File: config.mk
export PLATFORM = sky130hd
export DESIGN_NAME = eth_phy_sma_slave
export DESIGN_NICKNAME = d
export VERILOG_FILES = /design/src/rtl/eth_sma_pkg.sv /design/src/rtl/eth_sma_sync_edge.sv /design/src/rtl/eth_phy_sma_slave.sv
export SDC_FILE = /design/constraint.sdc
export NUM_CORES = 1
export LEC_CHECK = 0
export BUFFER_PORTS_ARGS = -buffer_cell sky130_fd_sc_hd__buf_4
export CORE_AREA = 10 10 163 165
export DETAILED_ROUTE_END_ITERATION = 6
export DIE_AREA = 0 0 173 175
export PLACE_DENSITY_LB_ADDON = 0.12
export SLEW_MARGIN = 20
export SYNTH_ARGS = -nofsm -noshare
export SYNTH_HDL_FRONTEND = slang
export SYNTH_SLANG_ARGS = --single-unit
File: constraint.sdc
create_clock -name clk -period 11.9 [get_ports clk]
set_input_delay 1.19 -clock clk [delete_from_list [all_inputs] [get_ports clk]]
set_output_delay 1.19 -clock clk [all_outputs]
set_load 0.01 [all_outputs]
File: src/rtl/eth_sma_pkg.sv
// eth_sma_pkg: shared constants, FSM encoding and default reset image for the Clause-22 SMA slave
// Contents: field widths, OP/ST codes, state constants, ramp_image() (register i resets to i)
package eth_sma_pkg;
    localparam int DATA_W = 16;
    localparam int ADDR_W = 5;
    localparam int MAX_REGS = 32;
    localparam logic [1:0] OP_WRITE = 2'b01;
    localparam logic [1:0] OP_READ  = 2'b10;
    localparam logic [1:0] ST_BITS  = 2'b01;
    typedef logic [3:0] state_t;
    localparam state_t S_PRE   = 4'd0;
    localparam state_t S_ST    = 4'd1;
    localparam state_t S_OP    = 4'd2;
    localparam state_t S_PHYAD = 4'd3;
    localparam state_t S_REGAD = 4'd4;
    localparam state_t S_TA    = 4'd5;
    localparam state_t S_WDATA = 4'd6;
    localparam state_t S_RDATA = 4'd7;
    localparam state_t S_DONE  = 4'd8;
    function automatic logic [MAX_REGS*DATA_W-1:0] ramp_image();
        logic [MAX_REGS*DATA_W-1:0] r;
        for (int i = 0; i < MAX_REGS; i++) r[i*DATA_W +: DATA_W] = DATA_W'(i);
        return r;
    endfunction
endpackage

File: src/rtl/eth_sma_sync_edge.sv
// eth_sma_sync_edge: STAGES-deep synchronizer with rise/fall pulses on edge_in; din rides the same chain
// Ports: clk, rst (async, active-high), edge_in (MDC), din (MDIO), dout (synchronized din),
//        rise/fall (one-clk pulses on synchronized edge_in)
module eth_sma_sync_edge #(
    parameter int STAGES = 2,
    parameter int W = 1
) (
    input  logic         clk,
    input  logic         rst,
    input  logic         edge_in,
    input  logic [W-1:0] din,
    output logic [W-1:0] dout,
    output logic         rise,
    output logic         fall
);
    logic [STAGES-1:0][W:0] sr;
    logic prev;
    always_ff @(posedge clk or posedge rst)
        if (rst) begin
            sr <= '0;
            prev <= 1'b0;
        end else begin
            sr[0] <= {din, edge_in};
            for (int k = 1; k < STAGES; k++) sr[k] <= sr[k-1];
            prev <= sr[STAGES-1][0];
        end
    assign dout = sr[STAGES-1][W:1];
    assign rise = sr[STAGES-1][0] & ~prev;
    assign fall = ~sr[STAGES-1][0] & prev;
endmodule

File: src/rtl/eth_phy_sma_slave.sv
// eth_phy_sma_slave: synthesizable Clause-22 MDIO/SMA PHY management slave with local register port
// Ports: clk, rst (async, active-high); eth_mdc, eth_mdio_i/o/oe (pad side);
//        loc_addr/loc_wr/loc_wdata/loc_rdata (on-chip access); mdio_wr_vld/addr/data (write notify); busy
// Option: ETH_SMA_PREAMBLE_SUPPRESS_EN lets a frame following a completed frame start after one idle 1
module eth_phy_sma_slave
    import eth_sma_pkg::*;
#(
    parameter int NUM_REGS = 8,
    parameter logic [ADDR_W-1:0] PHY_ADDRESS = 5'd1,
    parameter int PREAMBLE_BITS = 32,
    parameter int SYNC_STAGES = 2,
    parameter logic [NUM_REGS*DATA_W-1:0] REG_RST_VALUE = (NUM_REGS*DATA_W)'(ramp_image()),
    parameter logic [NUM_REGS-1:0] RO_MASK = NUM_REGS'(8'h0C)
) (
    input  logic              clk,
    input  logic              rst,
    input  logic              eth_mdc,
    input  logic              eth_mdio_i,
    output logic              eth_mdio_o,
    output logic              eth_mdio_oe,
    input  logic [ADDR_W-1:0] loc_addr,
    input  logic              loc_wr,
    input  logic [DATA_W-1:0] loc_wdata,
    output logic [DATA_W-1:0] loc_rdata,
    output logic              mdio_wr_vld,
    output logic [ADDR_W-1:0] mdio_wr_addr,
    output logic [DATA_W-1:0] mdio_wr_data,
    output logic              busy
);
    localparam int PW = $clog2(PREAMBLE_BITS + 1);
    localparam logic [PW-1:0] PMAX = PW'(PREAMBLE_BITS);
    logic [NUM_REGS-1:0][DATA_W-1:0] regs;
    state_t state;
    logic [PW-1:0] pre_cnt;
    logic [3:0] bit_cnt;
    logic mdio_s, mdc_rise, mdc_fall, op_rd, op_ok, match, pre_ok, wr_ok, commit, drive;
    logic [ADDR_W-1:0] phyad, regad, ra_next;
    logic [DATA_W-1:0] sh, rd_val, wd_next;

    eth_sma_sync_edge #(.STAGES(SYNC_STAGES), .W(1)) u_sync (
        .clk(clk), .rst(rst), .edge_in(eth_mdc), .din(eth_mdio_i),
        .dout(mdio_s), .rise(mdc_rise), .fall(mdc_fall)
    );

    assign ra_next = {regad[ADDR_W-2:0], mdio_s};
    assign wd_next = {sh[DATA_W-2:0], mdio_s};
    // op_rd holds the first OP bit while the second is being sampled
    assign op_ok = {op_rd, mdio_s} == OP_READ || {op_rd, mdio_s} == OP_WRITE;
    // drive starts on the fall before the second TA bit and covers all 16 data falls
    assign drive = op_rd && match && (state == S_RDATA || (state == S_TA && bit_cnt == 4'd1));
    assign commit = mdc_rise && state == S_WDATA && bit_cnt == 4'hF && match && wr_ok;
    assign busy = state != S_PRE;

    always_comb begin
        rd_val = '0;
        loc_rdata = '0;
        wr_ok = 1'b0;
        for (int i = 0; i < NUM_REGS; i++) begin
            rd_val = ra_next == ADDR_W'(i) ? regs[i] : rd_val;
            loc_rdata = loc_addr == ADDR_W'(i) ? regs[i] : loc_rdata;
            wr_ok = regad == ADDR_W'(i) ? !RO_MASK[i] : wr_ok;
        end
    end

`ifdef ETH_SMA_PREAMBLE_SUPPRESS_EN
    logic armed, abort;
    assign abort = mdc_rise && ((state == S_ST && mdio_s != ST_BITS[0]) ||
                                (state == S_OP && bit_cnt[0] && !op_ok));
    always_ff @(posedge clk or posedge rst)
        if (rst) armed <= 1'b0;
        else armed <= state == S_DONE ? 1'b1 : (abort ? 1'b0 : armed);
    assign pre_ok = pre_cnt == PMAX || (armed && pre_cnt != '0);
`else
    assign pre_ok = pre_cnt == PMAX;
`endif

    // MDIO commit is ordered after the local write so it wins on the same register
    always_ff @(posedge clk or posedge rst)
        if (rst) regs <= REG_RST_VALUE;
        else
            for (int i = 0; i < NUM_REGS; i++) begin
                if (loc_wr && loc_addr == ADDR_W'(i)) regs[i] <= loc_wdata;
                if (commit && regad == ADDR_W'(i)) regs[i] <= wd_next;
            end

    always_ff @(posedge clk or posedge rst)
        if (rst) begin
            state <= S_PRE;
            pre_cnt <= '0;
            bit_cnt <= '0;
            op_rd <= 1'b0;
            match <= 1'b0;
            phyad <= '0;
            regad <= '0;
            sh <= '0;
            eth_mdio_o <= 1'b0;
            eth_mdio_oe <= 1'b0;
            mdio_wr_vld <= 1'b0;
            mdio_wr_addr <= '0;
            mdio_wr_data <= '0;
        end else begin
            mdio_wr_vld <= commit;
            if (commit) begin
                mdio_wr_addr <= regad;
                mdio_wr_data <= wd_next;
            end
            if (mdc_fall) begin
                eth_mdio_oe <= drive;
                eth_mdio_o <= drive && state == S_RDATA && sh[4'hF - bit_cnt];
            end
            if (state == S_DONE) begin
                state <= S_PRE;
                pre_cnt <= '0;
            end else if (mdc_rise) begin
                case (state)
                    S_PRE: begin
                        pre_cnt <= mdio_s ? (pre_cnt == PMAX ? pre_cnt : pre_cnt + PW'(1)) : '0;
                        if (mdio_s == ST_BITS[1] && pre_ok) state <= S_ST;
                    end
                    S_ST: begin
                        bit_cnt <= '0;
                        state <= mdio_s == ST_BITS[0] ? S_OP : S_PRE;
                    end
                    S_OP: begin
                        op_rd <= bit_cnt[0] ? op_rd : mdio_s;
                        bit_cnt <= bit_cnt[0] ? 4'd0 : 4'd1;
                        if (bit_cnt[0]) state <= op_ok ? S_PHYAD : S_PRE;
                    end
                    S_PHYAD: begin
                        phyad <= {phyad[ADDR_W-2:0], mdio_s};
                        bit_cnt <= bit_cnt == 4'd4 ? 4'd0 : bit_cnt + 4'd1;
                        if (bit_cnt == 4'd4) state <= S_REGAD;
                    end
                    S_REGAD: begin
                        regad <= ra_next;
                        bit_cnt <= bit_cnt == 4'd4 ? 4'd0 : bit_cnt + 4'd1;
                        if (bit_cnt == 4'd4) begin
                            state <= S_TA;
                            match <= phyad == PHY_ADDRESS;
                            sh <= rd_val;
                        end
                    end
                    S_TA: begin
                        bit_cnt <= bit_cnt[0] ? 4'd0 : 4'd1;
                        if (bit_cnt[0]) state <= op_rd ? S_RDATA : S_WDATA;
                    end
                    S_WDATA, S_RDATA: begin
                        sh <= state == S_WDATA ? wd_next : sh;
                        bit_cnt <= bit_cnt + 4'd1;
                        if (bit_cnt == 4'hF) state <= S_DONE;
                    end
                    default: begin
                        state <= S_PRE;
                        pre_cnt <= '0;
                        bit_cnt <= '0;
                    end
                endcase
            end
        end
endmodule

* Word level (Yosys, flattened, before mapping)
Index checks and enable logic that the tools add are counted.
** Operators by class
- $add $sub $neg :: 3
- Order comparisons :: 1
- Equal/unequal tests :: 46
- Mux-type cells :: 65
- Bitwise gates (word level) :: 8
- Reduce and logical (&&, ||, !) cells :: 55
** Operators with widths (count)
- two-way mux 16 bit :: 34
- equality test 5 x 3 -> 1 bit (second input constant) :: 12
- two-way mux 4 bit :: 9
- case mux 16 bit (2 select lines) :: 1
- equality test 5 x 2 -> 1 bit (second input constant) :: 6
- case mux 4 bit (7 select lines) :: 1
- logical AND 1 bit :: 26
- two-way mux 6 bit :: 4
- equality test 4 x 3 -> 1 bit (second input constant) :: 5
- equality test 5 x 1 -> 1 bit (second input constant) :: 4
- nonzero test 2 bit :: 10
- case mux 4 bit (4 select lines) :: 1
- zero test 5 bit :: 3
- != test 3 bit (second input constant) :: 5
- case mux 6 bit (2 select lines) :: 1
- AND reduction 3 bit :: 4
- two-way mux 1 bit :: 11
- equality test 4 x 1 -> 1 bit (second input constant) :: 2
- equality test 4 x 2 -> 1 bit (second input constant) :: 2
- equality test 4 bit (second input constant) :: 2
- AND reduction 4 bit :: 2
- AND reduction 7 bit :: 1
- OR reduction 7 bit :: 1
- adder 6 x 1 -> 6 bit (second input constant) :: 1
- other kinds (19) :: 30
** Storage, ports and cells
- Flip-flop bits (word level) :: 199
- Output and inout bits :: 41
- Logic and storage cells :: 202

* Logic depth before layout (Yosys ltp)
- Word-level depth :: 12
- Depth in mapped cells :: 10
- Mapped depth without buffers :: 7

* By module
Synthesis repeated with hierarchy kept, for this count alone.
** Unflattened totals
- Cells, all modules :: 1187
- Area, all modules :: 11352.1 µm²
** Modules (own cells, without submodules)
- eth_phy_sma_slave :: instances 1, cells each 1179, area each 11208.2 µm², sequential area each 4869.7 µm²
- eth_sma_sync_edge :: instances 1, cells each 8, area each 143.9 µm², sequential area each 125.1 µm²

* Worst setup path before layout
Ideal clock, no wire load.
- Kind :: input to output
- From :: input port loc_addr[0]
- To :: output port loc_rdata[1]
- Arrival :: 2.751 ns
- Slack :: 7.959 ns
- Stages on the path :: 8
- Buffers on the path :: 4
- Cell sequence :: clkbuf_1 -> nor2b_1 -> clkbuf_1 -> and3b_1 -> buf_2 -> clkbuf_1 -> a222oi_1 -> o21ai_0
** Between the ends
- Longest elaborated chain between the ends :: 9
** RTL lines
- start, declared :: RTL line eth_phy_sma_slave.sv:21 : input logic [ADDR_W-1:0] loc_addr,
- zero test 5 bit :: RTL line eth_phy_sma_slave.sv:60 : loc_rdata = loc_addr == ADDR_W'(i) ? regs[i] : loc_rdata;
- two-way mux 16 bit (7 in series) :: RTL line eth_phy_sma_slave.sv:60
- two-way mux 16 bit (*) :: RTL line eth_phy_sma_slave.sv:60
- end, declared :: RTL line eth_phy_sma_slave.sv:24 : output logic [DATA_W-1:0] loc_rdata,
Mark *: on every way between the ends. The rest lies on a longest branch, timed or not.

* Worst setup path after layout
- From :: input port loc_addr[1]
- To :: output port loc_rdata[11]
Same word-level chain as after synthesis.

==> results.py <==
metrics = {
    "worst_setup_path": {
        "cp_max_fo": 19,
        "path_cells": "buf_4 > nor2b_1 > and3b_1 > a22oi_1 > and3_1 > o21ai_0 > buf_4",
        "critical_path_arrival_ns": 3.65,
        "critPathCaptureType": "primary output",
        "cp_slowest_cell": "and3b_1",
        "startpoint_type": "primary input",
        "ff2ff_setup_slack_ns": 8.46,
        "rr_worst_depth": 4,
        "r2r-end": "regs[27]",
        "crit_top_cell": "buf_4",
        "critPathMaxStageDelay_ns": 0.90,
        "required_ns": 10.71,
        "timing.rr.start": "state[1]",
        "critPathKind": "in -> out",
    },
    "route": {
        "vias": 10100,
        "wl_mm": 40.3,
        "met1Wirelength_mm": 17.2,
        "wl_met3_mm": 3.83,
        "via_per_inst": 6.47,
        "highest_layer": "met4",
        "met2_length_mm": 17.8,
        "drt_iter0_drc": 1320,
        "routedWlPerCell_um": 25.8,
        "ant_nets": 0,
        "firstDrtPassIters": 7,
        "drc": 1,
    },
    "clock_network": {
        "cts_setup_buffers": 0,
        "clkTransAtPathRegs_ns": 0.08,
        "ctsHoldBuffers": 0,
        "cts_root_buffer": "clkbuf_16",
        "cts_tree": "built",
        "cts_inserted_buffers": 17,
        "clkLatencyLatePin_ns": 0.46,
        "cts.sinks": 199,
        "htreeDepth": 4,
        "ctsResizeCount": 0,
        "clock_path_buffers": 2,
    },
    "timing": {
        "fin_crit_ns": 4.84,
        "setup_violations": 0,
        "fin_crit_sh_pct": 40.7,
        "tightest_slew_ns": 1.14,
        "finalSetupTns_ns": 0,
        "rsz0062_at_grt": "false",
        "final_max_slew_viol_count": 0,
        "fmax_mhz": 207,
        "setup_ws_ns": 7.06,
        "slew_headroom_pct": 23.7,
        "skew_ns": 0.0150,
        "hold_violations": 0,
    },
    "finish": {
        "drive_gt1_share_pct": 17.8,
        "final_cells": 1563,
        "ff_latch_area_mm2": 0.00500,
        "num_antenna_cells": 0,
        "fillCellCount": 2145,
        "multiInputGateArea_mm2": 0.00603,
        "fin_nets": 1262,
        "areaGrowthSynthToFinish_pct": 11.1,
        "mostFrequentLayoutCells": "dfrtp_1, nor2_1, nand2_1",
        "fin_area_mm2": 0.0127,
        "utilization_pct": 54.8,
        "final_common_cell": "dfrtp_1",
    },
    "logic_synthesis": {
        "yosys_most_used_dff": "dfrtp_1",
        "asyncSetResetFlopFracSynth_pct": 100,
        "yosysSeqAreaShare_pct": 43.5,
        "synth_area_mm2": 0.0115,
        "synthCells": 1238,
        "synth_nets": 1269,
        "yosys_register_bits": 199,
        "avgSynthCellArea_um2": 9.27,
        "synth_edf_count": 0,
        "synthDistinctLibCells": 69,
        "yosysWarningCount": 0,
    },
    "die": {
        "row_count": 56,
        "io_pins": 67,
        "core-area_mm2": 0.0233,
        "die_area_mm2": 0.0303,
        "die_h_um": 175,
        "initial_core_util_pct": 49.3,
        "dieWidth_um": 173,
    },
    "min_path": {
        "holdCritStartpoint": "u_sync.sr[1]",
        "hold_class": "reg -> reg",
        "hold_end": "u_sync.dout",
        "whs_path_depth": 0,
    },
    "pwr": {
        "internal_power_w": 0.00118,
        "seq_power_share_pct": 50.9,
        "p_clk_share_pct": 36.2,
        "p_comb_share_pct": 12.9,
        "ir_worst_vdd_v": 0.0000714,
        "p_sw_w": 0.000508,
        "power.density_mw_per_mm2": 132,
        "p_sw_share_pct": 30.1,
        "p_leak_nw": 5.91,
    },
    "global_routing": {
        "grt_first_pass_wirelength_mm": 61.5,
        "grt_pass1_vias": 9680,
        "overflow": 0,
        "grt_use_total_pct": 26.2,
        "grt_max_degree": 137,
        "antenna_found_initial": 0,
    },
    "place": {
        "gp_congestion": 0.921,
        "dp_cells": 1531,
        "place_area_mm2": 0.0121,
        "post-place-ws_ns": 7.20,
        "dp_hpwl_mm": 25.1,
        "numPortBuffers": 66,
    },
    "flow_run": {
        "drv_cap": 0,
    },
    "outcome": {
        "failed_checks": "DRC",
        "status": "finished, violations left",
    },
}
-- layout make-up --
cell class	instances	share of cell area, %
sequential	199	39.2
clock inverter	15	1.38
tap	319	3.13
multi-input combinational	910	47.3
inverter	15	0.501
timing repair buffer	88	5.18
clock buffer	17	3.34
-- routing by layer --
metal	vias up	track usage, %
li1	4488	-
met1	4956	35.9
met2	548	39.7
met3	117	5.54
met4	0	10.3
met5	-	0
-- worst max path at each step --
stage                     cells past startpoint       endpoint        start  slack, ns
after floorplan                               1     bit_cnt[0]          rst       5.30
after detailed placement                      7  loc_rdata[11]  loc_addr[0]       7.20
after global placement                        7  loc_rdata[11]  loc_addr[0]       7.30
after global routing                          7  loc_rdata[11]  loc_addr[1]       7.01
final                                         7  loc_rdata[11]  loc_addr[1]       7.06
after CTS                                     7  loc_rdata[11]  loc_addr[0]       7.20
-- per-stage QoR --
| stage | hold slack, ns | total power [W] |
|---|---|---|
| finish | 0.353 | 0.00168 |
| global placement | 0.332 | 0.00107 |
| global route | 0.357 | 0.00175 |
| detailed placement | 0.335 | 0.00108 |
| floorplan | 0.331 | 0.000993 |
| CTS | 0.355 | 0.00168 |
-- worst max-delay path: cells and delay by family --
kind | cells | cell delay, ns
buffers and inverters | 2 | 0.47
AO/OA/AOI/OAI | 2 | 0.48
AND/OR/NAND/NOR | 3 | 1.47
-- synth_stat cells (all sizes together), types with 6 or more instances --
cell,instances,area share (%)
buf,29,1.3
nor3,10,0.48
inv,15,0.49
a22oi,17,1.1
a221o,35,3.1
nor2b,20,1.1
clkbuf,85,2.8
and2,8,0.44
o21ai,87,3.8
nor2,128,4.2
a31oi,6,0.33
dfrtp,187,41
nand2b,24,1.3
nand2,123,4.0
a221oi,22,1.7
and3,26,1.4
nand3,22,0.96
mux2i,94,8.2
o22ai,10,0.55
a21oi,116,5.1
dfstp,12,2.7
mux2,61,6.0
o21a,11,0.72
a41oi,10,0.76
-- power groups by stage --
stage                     Sequential, W  Clock [W]  Combinational (W)
after floorplan                0.000832          0           0.000161
after global placement         0.000864          0           0.000210
after detailed placement       0.000864          0           0.000217
after CTS                      0.000851   0.000612           0.000217
after global routing           0.000866   0.000641           0.000243
final                          0.000857   0.000610           0.000217
-- registers in the layout, summed over array words and instances, names as in the netlist --
name,cells
regad,5
bit_cnt,4
eth_mdio_oe,1
mdio_wr_vld,1
phyad,5
u_sync.prev,1
u_sync.sr,3
mdio_wr_data,16
mdio_wr_addr,5
regs,128
state,4
eth_mdio_o,1
op_rd,1
u_sync.dout,1
sh,16
pre_cnt,6
match,1
-- cells by family (layout without fill, tap and decap cells) --
logic type      after synthesis  in the layout  synth area share, %
compound gates              355            355                 20.2
xor+xnor                      3              3                0.229
fa+ha+maj                     5              5                0.545
buf+inv                     129            135                 4.56
flops                       199            199                 43.5
mux                         158            158                 14.8
simple gates                389            389                 16.1
(Power assumes the default switching activity.)
